===== src/rtl/cla_pipe_adder_if.sv =====
// Stream bundle for cla_pipe_adder: operand beat in, result beat out, valid/ready on each side.
// master = operand producer plus result consumer; slave = the adder.
interface cla_pipe_adder_if #(
  parameter int WIDTH = 32
);
  logic             in_valid;
  logic             in_ready;
  logic [WIDTH-1:0] a;
  logic [WIDTH-1:0] b;
  logic             cin;
  logic             sub;
  logic             out_valid;
  logic             out_ready;
  logic [WIDTH-1:0] sum;
  logic             cout;
  logic             ovf;
  logic             zero;

  modport master (
    output in_valid, a, b, cin, sub, out_ready,
    input  in_ready, out_valid, sum, cout, ovf, zero
  );

  modport slave (
    input  in_valid, a, b, cin, sub, out_ready,
    output in_ready, out_valid, sum, cout, ovf, zero
  );
endinterface


===== src/rtl/cla_pipe_adder.sv =====
// Pipelined carry-lookahead adder/subtractor: STAGES registered slices of 4-bit lookahead groups.
// Optional CLA_PIPE_FLAGS_EN computes ovf/zero; without it both outputs are tied to 0.
module cla_pipe_adder #(
  parameter int WIDTH  = 32,
  parameter int STAGES = 2
) (
  input  logic            clk,
  input  logic            rst_n,
  cla_pipe_adder_if.slave bus
);
  localparam int SW = WIDTH / STAGES;
  localparam int NG = SW / 4;

  for (genvar gi = 0; gi < STAGES; gi++) begin : g_stage
    // Operand bits still to be added when entering this stage.
    localparam int IW = WIDTH - gi * SW;

    logic [IW-1:0]         w_a;
    logic [IW-1:0]         w_b;
    logic                  w_c;
    logic                  w_v;
    logic                  w_ld;
    logic [SW-1:0]         w_p;
    logic [SW-1:0]         w_g;
    logic [SW-1:0]         w_bc;
    logic [SW-1:0]         w_s;
    logic [NG-1:0]         w_gp;
    logic [NG-1:0]         w_gg;
    logic [NG:0]           w_gc;
    logic [(gi+1)*SW-1:0]  w_sum_nx;
    logic [(gi+1)*SW-1:0]  r_sum;
    logic                  r_v;
    logic                  r_c;

    if (gi == 0) begin : g_in
      assign w_a      = bus.a;
      assign w_b      = bus.sub ? ~bus.b : bus.b;
      assign w_c      = bus.sub ^ bus.cin;
      assign w_v      = bus.in_valid;
      assign w_sum_nx = w_s;
    end else begin : g_in
      assign w_a      = g_stage[gi-1].g_up.r_a;
      assign w_b      = g_stage[gi-1].g_up.r_b;
      assign w_c      = g_stage[gi-1].r_c;
      assign w_v      = g_stage[gi-1].r_v;
      assign w_sum_nx = {w_s, g_stage[gi-1].r_sum};
    end

    // A stage reloads when empty or when the stage after it is taking its beat.
    if (gi == STAGES - 1) begin : g_ld
      assign w_ld = ~r_v | bus.out_ready;
    end else begin : g_ld
      assign w_ld = ~r_v | g_stage[gi+1].w_ld;
    end

    // Group P/G, then every group carry as a flat sum of products from the slice carry-in.
    always_comb begin
      logic t;
      t    = 1'b0;
      w_p  = w_a[SW-1:0] ^ w_b[SW-1:0];
      w_g  = w_a[SW-1:0] & w_b[SW-1:0];
      w_gp = '0;
      w_gg = '0;
      w_gc = '0;
      w_bc = '0;
      for (int j = 0; j < NG; j++) begin
        w_gp[j] = &w_p[4*j +: 4];
        w_gg[j] = w_g[4*j+3] | (w_p[4*j+3] & w_g[4*j+2])
                | (&w_p[4*j+2 +: 2] & w_g[4*j+1]) | (&w_p[4*j+1 +: 3] & w_g[4*j]);
      end
      for (int j = 0; j <= NG; j++) begin
        w_gc[j] = w_c;
        for (int i = 0; i < j; i++) w_gc[j] = w_gc[j] & w_gp[i];
        for (int i = 0; i < j; i++) begin
          t = w_gg[i];
          for (int m = i + 1; m < j; m++) t = t & w_gp[m];
          w_gc[j] = w_gc[j] | t;
        end
      end
      for (int j = 0; j < NG; j++) begin
        w_bc[4*j]   = w_gc[j];
        w_bc[4*j+1] = w_g[4*j] | (w_p[4*j] & w_gc[j]);
        w_bc[4*j+2] = w_g[4*j+1] | (w_p[4*j+1] & w_g[4*j]) | (&w_p[4*j +: 2] & w_gc[j]);
        w_bc[4*j+3] = w_g[4*j+2] | (w_p[4*j+2] & w_g[4*j+1])
                    | (&w_p[4*j+1 +: 2] & w_g[4*j]) | (&w_p[4*j +: 3] & w_gc[j]);
      end
      w_s = w_p ^ w_bc;
    end

    always_ff @(posedge clk or negedge rst_n) begin
      if (!rst_n) begin
        r_v   <= 1'b0;
        r_c   <= 1'b0;
        r_sum <= '0;
      end else if (w_ld) begin
        r_v <= w_v;
        if (w_v) begin
          r_c   <= w_gc[NG];
          r_sum <= w_sum_nx;
        end
      end
    end

    if (gi < STAGES - 1) begin : g_up
      logic [IW-SW-1:0] r_a;
      logic [IW-SW-1:0] r_b;
      always_ff @(posedge clk or negedge rst_n) begin
        if (!rst_n) begin
          r_a <= '0;
          r_b <= '0;
        end else if (w_ld && w_v) begin
          r_a <= w_a[IW-1:SW];
          r_b <= w_b[IW-1:SW];
        end
      end
    end

    if (gi == STAGES - 1) begin : g_out
`ifdef CLA_PIPE_FLAGS_EN
      logic r_cmsb;
      logic r_zero;
      always_ff @(posedge clk or negedge rst_n) begin
        if (!rst_n) begin
          r_cmsb <= 1'b0;
          r_zero <= 1'b0;
        end else if (w_ld && w_v) begin
          r_cmsb <= w_bc[SW-1];
          r_zero <= ~|w_sum_nx;
        end
      end
      assign bus.ovf  = r_cmsb ^ r_c;
      assign bus.zero = r_zero;
`else
      assign bus.ovf  = 1'b0;
      assign bus.zero = 1'b0;
`endif
      assign bus.out_valid = r_v;
      assign bus.sum       = r_sum;
      assign bus.cout      = r_c;
    end
  end

  assign bus.in_ready = g_stage[0].w_ld;
endmodule


===== src/flat_wrapper.sv =====
// flat-port wrapper written by rule: the top's interface ports become plain ports
module cla_pipe_adder_flat 
#(
  parameter int WIDTH  = 32,
  parameter int STAGES = 2
)
  (clk, rst_n, bus_in_valid, bus_a, bus_b, bus_cin, bus_sub, bus_out_ready, bus_in_ready, bus_out_valid, bus_sum, bus_cout, bus_ovf, bus_zero);
  cla_pipe_adder_if #(.WIDTH(WIDTH)) bus_i ();
  input  logic clk;
  input  logic rst_n;
  input wire logic [$bits(bus_i.in_valid)-1:0] bus_in_valid;
  input wire logic [$bits(bus_i.a)-1:0] bus_a;
  input wire logic [$bits(bus_i.b)-1:0] bus_b;
  input wire logic [$bits(bus_i.cin)-1:0] bus_cin;
  input wire logic [$bits(bus_i.sub)-1:0] bus_sub;
  input wire logic [$bits(bus_i.out_ready)-1:0] bus_out_ready;
  output wire logic [$bits(bus_i.in_ready)-1:0] bus_in_ready;
  output wire logic [$bits(bus_i.out_valid)-1:0] bus_out_valid;
  output wire logic [$bits(bus_i.sum)-1:0] bus_sum;
  output wire logic [$bits(bus_i.cout)-1:0] bus_cout;
  output wire logic [$bits(bus_i.ovf)-1:0] bus_ovf;
  output wire logic [$bits(bus_i.zero)-1:0] bus_zero;
  assign bus_i.in_valid = bus_in_valid;
  assign bus_i.a = bus_a;
  assign bus_i.b = bus_b;
  assign bus_i.cin = bus_cin;
  assign bus_i.sub = bus_sub;
  assign bus_i.out_ready = bus_out_ready;
  assign bus_in_ready = bus_i.in_ready;
  assign bus_out_valid = bus_i.out_valid;
  assign bus_sum = bus_i.sum;
  assign bus_cout = bus_i.cout;
  assign bus_ovf = bus_i.ovf;
  assign bus_zero = bus_i.zero;
  cla_pipe_adder #(.WIDTH(WIDTH), .STAGES(STAGES)) u_core (.clk(clk), .rst_n(rst_n), .bus(bus_i));
endmodule

===== config.mk =====
export PLATFORM = sky130hd
export DESIGN_NAME = cla_pipe_adder_flat
export DESIGN_NICKNAME = d
export VERILOG_FILES = /design/src/rtl/cla_pipe_adder_if.sv /design/src/rtl/cla_pipe_adder.sv /design/src/flat_wrapper.sv
export SDC_FILE = /design/constraint.sdc
export NUM_CORES = 1
export LEC_CHECK = 0
export CAP_MARGIN = 20
export CORE_ASPECT_RATIO = 0.7
export CORE_UTILIZATION = 46
export CTS_CLUSTER_DIAMETER = 50
export DETAILED_ROUTE_END_ITERATION = 12
export HOLD_SLACK_MARGIN = 0.1
export PLACE_DENSITY = 0.8
export SKIP_LAST_GASP = 1
export SLEW_MARGIN = 0
export SYNTH_ARGS = -nofsm -noshare
export SYNTH_HDL_FRONTEND = slang
export SYNTH_SLANG_ARGS = --single-unit

===== constraint.sdc =====
create_clock -name clk -period 2.3 [get_ports clk]
set_clock_uncertainty 0.05 [all_clocks]
set_input_delay 0.46 -clock clk [delete_from_list [all_inputs] [get_ports clk]]
set_output_delay 0.46 -clock clk [all_outputs]
set_load 0.05 [all_outputs]

==> run_results.csv <==
group,metric,value,unit
status,outcome,"complete, but fails checks",
status,violations,"negative setup slack",
timing,setup_slack,-76.4,ps
logic_synthesis,ys_ff_latch,84,
timing,hold_viol,0,
setup_path,worstPathArrival,2560,ps
cells_and_area,final_cell_mix,"85 x clkdlybuf4s50_1, 83 x dfrtp_1, 60 x buf_4",
setup_path,crit_type,"flop to flop",
logic_synthesis,synth-edff-count,0,
global_routing,first_global_vias,3898,
timing,slew_headroom,0.612,
pwr,power_density,1000,mW/mm²
timing,fin_crit_sh,1.03,
cells_and_area,final_common_cell,"clkdlybuf4s50_1",
floorplanning,fp-row-count,30,
timing,final.setup.tns,-124,ps
routing,avgRoutedWirePerCell,16.3,µm
pwr,ir_worst_vdd,0.647,mV
logic_synthesis,yosysWarnings,0,
worst_hold_path,hold_path.class,"flop to flop",
routing,wl,11800,µm
cts,clk_pin_slew_worst_paths,70,ps
floorplanning,die_h,86.5,µm
pwr,p_leak,3.18,nW
cts,clk_latency,340,ps
floorplanning,core,0.00980,mm²
setup_path,end_kind,"flop",
cts,cts_sinks,84,
global_routing,grt_pass1_wl,18400,µm
logic_synthesis,ys_types,46,
floorplanning,die_w,123,µm
global_routing,grt_max_degree,44,
timing,slew_viol_final,0,
global_routing,grt-ovfl-total,0,
logic_synthesis,synth-main-ff-cell,"dfrtp_1",
setup_path,start_kind,"flop",
setup_path,required,2480,ps
cts,clk_root_buffer_cell,"clkbuf_16",
logic_synthesis,seq_area_frac_synth,0.448,
timing,period_minus_slack,2380,ps
timing,finalSetupViolCount,3,
setup_path,crit_fanout,3,
routing,vias,3750,
logic_synthesis,synthArstFlopShare,1.00,
global_routing,gr-usage-all-layers,0.231,
timing,whs,431,ps
routing,ant_nets,0,
routing,drc,0,
cts,cts_tree,"done",
timing,fmax,0.421,GHz
timing,rsz0062_at_grt,"true",
placed_design,io_buffers,104,
job,max_cap_viol_count,0,
routing,via_per_inst,5.17,
floorplanning,ioPinCount,107,
cts,numCtsBuffers,9,
placed_design,dp_hpwl,8150,µm
routing,dr.pass1.iters,4,
cts,htree_levels,3,
cells_and_area,layout-drive-gt1-share,0.301,
logic_synthesis,synthesis.area,0.00469,mm²
cells_and_area,syn_to_final_growth,49.9,%
routing,drtIter0Drc,147,
timing,tightest_slew,583,ps
cells_and_area,antennaDiodeCount,0,
cts,clockBufferDepth,2,
logic_synthesis,avgSynthCellArea,11.0,µm²
logic_synthesis,syn_inst,426,
floorplanning,die_area,0.0106,mm²
global_routing,antenna_found_initial,0,
placed_design,gp_congestion,0.826,
cells_and_area,fin_nets,704,
floorplanning,initial_core_util,0.479,
==> logic make-up after synthesis <==
| group | share of synthesized area |
|---|---|
| AO/OA/AOI/OAI | 0.119 |
| XOR/XNOR | 0.103 |
| adder cells (fa/ha/maj) | 0.122 |
| buffers and inverters | 0.0320 |
| flip-flops | 0.448 |
| multiplexers | 0.0912 |
| other | 0.000799 |
| AND/OR/NAND/NOR | 0.0835 |
==> flip-flops by register name, indices dropped and copies added (netlist names) <==
signal and cells:
u_core.g_stage.g_up.r_b 16, u_core.g_stage.r_c 1, u_core.g_stage.r_sum 16, u_core.bus.cout 1, u_core.g_stage.g_up.r_a 16, u_core.bus.out_valid 1
u_core.bus.sum 32, u_core.g_stage.r_v 1
==> worst paths after layout <==
kind | endpoint | cells past startpoint | from | slack [ps]
hold reg to reg | u_core.g_stage[0].r_sum[5]$_DFFE_PN0P_ | 2 | u_core.g_stage[0].r_sum[5]$_DFFE_PN0P_ | 430
max in group asynchronous | u_core.bus.sum[1]$_DFFE_PN0P_ | 3 | rst_n | 970
setup reg to reg | u_core.bus.sum[28]$_DFFE_PN0P_ | 8 | u_core.g_stage[0].g_up.r_a[5]$_DFFE_PN0P_ | -80
min in group asynchronous | u_core.g_stage[0].g_up.r_a[4]$_DFFE_PN0P_ | 2 | rst_n | 610
hold / removal | u_core.g_stage[0].r_sum[5]$_DFFE_PN0P_ | 2 | u_core.g_stage[0].r_sum[5]$_DFFE_PN0P_ | 430
setup / recovery | u_core.bus.sum[28]$_DFFE_PN0P_ | 8 | u_core.g_stage[0].g_up.r_a[5]$_DFFE_PN0P_ | -80
==> critical path, cell delays in order (launching register included) <==
cell and delay [ps]:
dfrtp_1 410, ha_4 250, a21o_1 190, a21o_1 180, a221oi_2 250, buf_4 180, o21ai_4 60, fa_2 420
mux2_2 280
==> final cells by class <==
class,count,area [µm²]
clock buffers,11,243
clock inverters,5,37.5
fillers,671,2770
inverters,17,63.8
multi-input cells,307,2770
flip-flops and latches,84,2100
well taps,128,160
repair buffers,174,1660
==> synthesized netlist by cell type, types with 5 or more instances <==
cell,n,share of area
nand2_1,48,0.038
o21ai_0,42,0.045
a21oi_1,13,0.014
fa_1,8,0.034
xnor2_1,25,0.047
dfrtp_1,84,0.45
nor3b_1,5,0.0080
nor2_1,7,0.0056
a21o_1,11,0.018
clkbuf_1,13,0.010
inv_1,17,0.014
xor2_1,27,0.050
ha_1,33,0.088
mux2_2,38,0.091
==> per-stage QoR <==
stage	utilization	setup slack, ps	std cells	cell area [µm²]	power [W]
floorplan	-	-375	427	4790	0.00419
global placement	0.644	-606	690	6310	0.00529
detailed placement	0.644	-756	690	6310	0.00541
CTS	0.694	-63.6	720	6800	0.00692
global route	0.717	-132	726	7030	0.00742
finish	0.717	-76.4	726	7030	0.00705
==> layer usage <==
layer / vias up / routed length (µm) / global-route usage
li1: 1800 / - / -
met1: 1831 / 5150 / 0.281
met2: 98 / 5920 / 0.398
met3: 21 / 505 / 0.0546
met4: 0 / 275 / 0.0887
met5: - / 0 / 0
==> power by group <==
group	total, W	internal (W)	leakage (nW)	switching, W
Clock	0.00136	0.000763	0.132	0.000600
Sequential	0.00221	0.00192	1.01	0.000288
Combinational	0.00348	0.00152	2.04	0.00196
==> repair_timing <==
item | in CTS | in global routing
setup endpoints to repair | 21 | 17
resized for setup | 47 | 40
pin swaps | 38 | 31
hold buffers | 1 | 0
buffers inserted | 14 | 6
endpoints found under the hold margin | 42 | 0
Note: power is estimated with default switching activity, not from simulation.
